### src/rtl/gray_to_bin_seq.sv
// Bit-serial Gray-to-binary decoder: accepts a word, resolves one bit per clock MSB-first
// (WIDTH cycles), then holds the result until the downstream handshake completes.
module gray_to_bin_seq #(
  parameter int WIDTH = 4
) (
  input  logic             clk,
  input  logic             rst_n,
  input  logic             in_valid,
  output logic             in_ready,
  input  logic [WIDTH-1:0] gray_in,
  output logic             out_valid,
  input  logic             out_ready,
  output logic [WIDTH-1:0] bin_out,
  output logic             busy
);

  localparam int IW = (WIDTH > 1) ? $clog2(WIDTH) : 1;

  localparam logic [1:0] IDLE = 2'd0;
  localparam logic [1:0] CONV = 2'd1;
  localparam logic [1:0] HOLD = 2'd2;

  logic [1:0]       state_q, state_d;
  logic [WIDTH-1:0] g_q, g_d;
  logic [WIDTH-1:0] acc_q, acc_d;
  logic [WIDTH-1:0] bin_q, bin_d;
  logic [IW-1:0]    idx_q, idx_d;
  logic             vld_q, vld_d;
  logic [WIDTH-1:0] acc_up;

  // acc_up[i] is the already-resolved bit above i; zero above the MSB
  assign acc_up = {1'b0, acc_q[WIDTH-1:1]};

  always_comb begin
    state_d = state_q;
    g_d     = g_q;
    acc_d   = acc_q;
    bin_d   = bin_q;
    idx_d   = idx_q;
    vld_d   = vld_q;
    case (state_q)
      IDLE: begin
        if (in_valid) begin
          g_d     = gray_in;
          idx_d   = IW'(WIDTH - 1);
          acc_d   = '0;
          state_d = CONV;
        end
      end
      CONV: begin
        acc_d[idx_q] = g_q[idx_q] ^ acc_up[idx_q];
        idx_d        = idx_q - IW'(1);
        if (idx_q == '0) begin
          bin_d   = acc_d;
          vld_d   = 1'b1;
          state_d = HOLD;
        end
      end
      HOLD: begin
        if (out_ready) begin
          vld_d   = 1'b0;
          state_d = IDLE;
        end
      end
      default: begin
        vld_d   = 1'b0;
        state_d = IDLE;
      end
    endcase
  end

  always_ff @(posedge clk or negedge rst_n) begin
    if (!rst_n) begin
      state_q <= IDLE;
      g_q     <= '0;
      acc_q   <= '0;
      bin_q   <= '0;
      idx_q   <= '0;
      vld_q   <= 1'b0;
    end else begin
      state_q <= state_d;
      g_q     <= g_d;
      acc_q   <= acc_d;
      bin_q   <= bin_d;
      idx_q   <= idx_d;
      vld_q   <= vld_d;
    end
  end

  assign in_ready  = (state_q == IDLE);
  assign busy      = (state_q != IDLE);
  assign out_valid = vld_q;
  assign bin_out   = bin_q;

endmodule

### config.mk
export PLATFORM = sky130hd
export DESIGN_NAME = gray_to_bin_seq
export DESIGN_NICKNAME = d
export VERILOG_FILES = /design/src/rtl/gray_to_bin_seq.sv
export SDC_FILE = /design/constraint.sdc
export NUM_CORES = 1
export LEC_CHECK = 0
export CORE_AREA = 2 2 42 44
export DETAILED_ROUTE_END_ITERATION = 16
export DIE_AREA = 0 0 44 46
export HOLD_SLACK_MARGIN = 0.1
export PLACE_DENSITY = 0.85
export SYNTH_ARGS = -nofsm -noshare
export SYNTH_HDL_FRONTEND = slang
export SYNTH_SLANG_ARGS = --single-unit
export TNS_END_PERCENT = 5
### constraint.sdc
create_clock -name clk -period 2.6 [get_ports clk]
set_input_delay 0.39 -clock clk [delete_from_list [all_inputs] [get_ports clk]]
set_output_delay 0.39 -clock clk [all_outputs]
set_load 0.01 [all_outputs]
==> out/metrics.cfg <==
[timing]
max_freq_ghz = 0.495
finalCritPeriodShare = 0.776
grt_setup_unrepaired = false
final_critical_path_setup_slack_ns = 0.581
timing.final.hold_violations = 0
worst_margin_slew_ns = 0.681
final.setup_skew_ns = 0.0100
final_period_minus_worst_setup_slack_ns = 2.02
timing.final.max_slew_violations = 0
fin_setup_tns_ns = 0
final-setup-viol-count = 0
relSlewSlack = 0.545

[setup_path]
worstRegToRegCells = 5
worstSetupStartpointType = flip-flop
critical_path_peak_fanout = 8
critPathCaptureType = primary output
start_to_end_type_of_the_worst_setup_path = flip-flop to primary output
beginning_of_the_worst_register_to_register_path = idx_q[1]$_DFFE_PN0P_
worstReg2RegEnd = bin_out[2]$_DFFE_PN0P_
worst-endpoint-arrival_ns = 1.63
ff_to_ff_setup_slack_ns = 1.05
worst-endpoint-required_ns = 2.21

[power_and_ir_drop]
vdd_ir_drop_max_mv = 0.642
sequential_fraction_of_design_power = 0.379
power.switching_mw = 0.442
p_clk_frac = 0.135
pwr-share-comb = 0.486
intPower_mw = 0.755
leakagePower_nw = 0.435
p_sw_frac = 0.370
power_per_cell_area_nw_per_um2 = 1210

[floorplan]
die_w_um = 44
dieArea_sq_um = 2020
initial_core_util = 0.497
core_region_area_sq_um = 1610
fp-row-count = 15
die_height_um = 46
ioPinCount = 15

[clock_tree]
cts_buffers = 3
clock-root-buffer = clkbuf_4
clock_insertion_delay_at_the_later_pin_of_the_skew_report_ns = 0.29
holdBufCountCts = 0
clkSlewWorstSetupHoldPaths_ns = 0.10
tritoncts = yes
post_cts_resize_count = 0
cts.sink_count = 16
number_of_buffers_on_the_longest_clock_path = 2
h-tree-depth = 1
postCtsSetupRepairBufs = 0

[global_route]
antenna_found_initial = 0
grt_pass1_vias = 482
grt_max_degree = 17
grt_first_pass_wirelength_um = 2090
overall_track_demand_over_capacity_in_global_routing = 0.153
global_route.overflow_total = 0

[routing]
detail_route.wirelength_um = 1330
final_antenna_net_count = 0
route.detailed.wl_per_inst_um = 12.5
detailedRoute.firstPassIterationCount = 4
vias = 568
drc_errors = 0
post_drt_via_cell_ratio = 5.36
first_iteration_detailed_routing_drc_count = 6

[yosys]
synth_top_area_cell = dfrtp_1
ys_seq_elements = 16
leading_cell_types_by_total_area_after_synthesis = dfrtp_1, ha_1, mux2_2
fraction_of_synthesized_cell_area_taken_by_the_top_area_cell_type = 0.499
syn_avg_cell_area_sq_um = 11.0
post_synth_num_cell_types = 22
ys_warn_count = 0
synth_sequential_area_ratio = 0.499
synth_area_sq_um = 802
synth_nets = 85
netlist_instances = 73

[finish]
area.growth.synth_to_final_pct = 23.4
antenna_cells = 0
final_util = 0.613
stdcell_count = 106
share_of_layout_cells_above_drive_strength_1 = 0.124
fin_nets = 102
final_area_sq_um = 990

[placement]
gp_routability_congestion = 0.844
post-place-ws_ns = 0.827
placed_cell_area_sq_um = 953
hpwl_dp_um = 1040
dpl.cell_count = 102
port-buffer-count = 14

[flow_run]
timing.max_cap.violations = 0

[status]
status = complete, no violations

[worst_hold_path]
hold_path.class = input port to async pin

sequential cells by signal, indices dropped and copies added (netlist names):
name       flops
state_q        2
idx_q          2
bin_out        4
g_q            4
out_valid      1
acc_q          3
critical path, cell delays in order, from the launching register on:
cell             delay, ns
dfrtp_1               0.45
or2_2                 0.33
inv_1                 0.05
clkdlybuf4s50_1       0.52
stage by stage:
step,total power [mW],hold WS (ns)
2_1_floorplan,0.847,0.0944
3_3_place_gp,1.02,0.484
3_5_place_dp,1.05,0.502
4_1_cts,1.21,0.524
5_1_grt,1.31,0.549
6_report,1.20,0.505
synth_stat cells:
cell       count
mux2_2         4
o21ai_0        5
buf_2          2
ha_1           4
or3b_1         1
mux2i_1        3
nor2_1         4
nand2_1        7
a21oi_1        3
dfrtp_1       16
inv_1          4
o21ai_1        3
a22oi_1        1
nand2b_1       1
xnor2_1        3
nor2b_1        4
and3b_1        1
or2_2          1
o2bb2ai_1      3
mux4_2         1
a21o_1         1
o21ba_2        1
layout by cell type, fill, tap and decap left out, types with 4 or more instances in the layout:
cell / n
inv_1: 4
nor2_1: 4
o21ai_0: 5
nand2_1: 7
mux2_2: 4
nor2b_1: 4
dfrtp_1: 16
ha_1: 4
clkdlybuf4s50_1: 14
how the worst max path moves through the flow:
stage,cells after the start,startpoint,to
5_1_grt,3,state_q[1]$_DFFE_PN0P_,in_ready
6_report,3,state_q[1]$_DFFE_PN0P_,in_ready
4_1_cts,3,state_q[1]$_DFFE_PN0P_,in_ready
3_3_place_gp,3,in_valid,g_q[3]$_DFFE_PN0P_
2_1_floorplan,6,idx_q[0]$_DFFE_PN0P_,bin_out[1]$_DFFE_PN0P_
3_5_place_dp,3,in_valid,g_q[2]$_DFFE_PN0P_
power by group through the flow:
stage          Clock [mW]  Combinational (mW)  Sequential, mW
4_1_cts             0.165               0.591           0.455
3_3_place_gp            0               0.567           0.451
5_1_grt             0.178               0.660           0.471
2_1_floorplan           0               0.395           0.452
3_5_place_dp            0               0.591           0.460
6_report            0.162               0.581           0.454
routing by layer:
metal / wire, um / GRT usage
met5: 0 / 0
met4: 35 / 0.109
met3: 61 / 0.0357
met2: 625 / 0.241
met1: 606 / 0.185
cell type report:
class / count / area (sq um)
clock buffer: 4 / 36.3
fill: 129 / 624
inverter: 4 / 15.0
multi-input combinational: 51 / 377
sequential: 16 / 400
tap: 17 / 21.3
timing repair buffer: 14 / 140
kinds of logic after synthesis:
family	Yosys count	synth area share
xor gates and xnor gates	3	0.0328
DFF	16	0.499
buffers and inverters	6	0.0312
and+or+nand+nor	19	0.120
adders and majority gates	4	0.0624
muxes	8	0.122
AOI/OAI and AO/OA	17	0.133
Note: power is estimated with default switching activity, not from simulation.
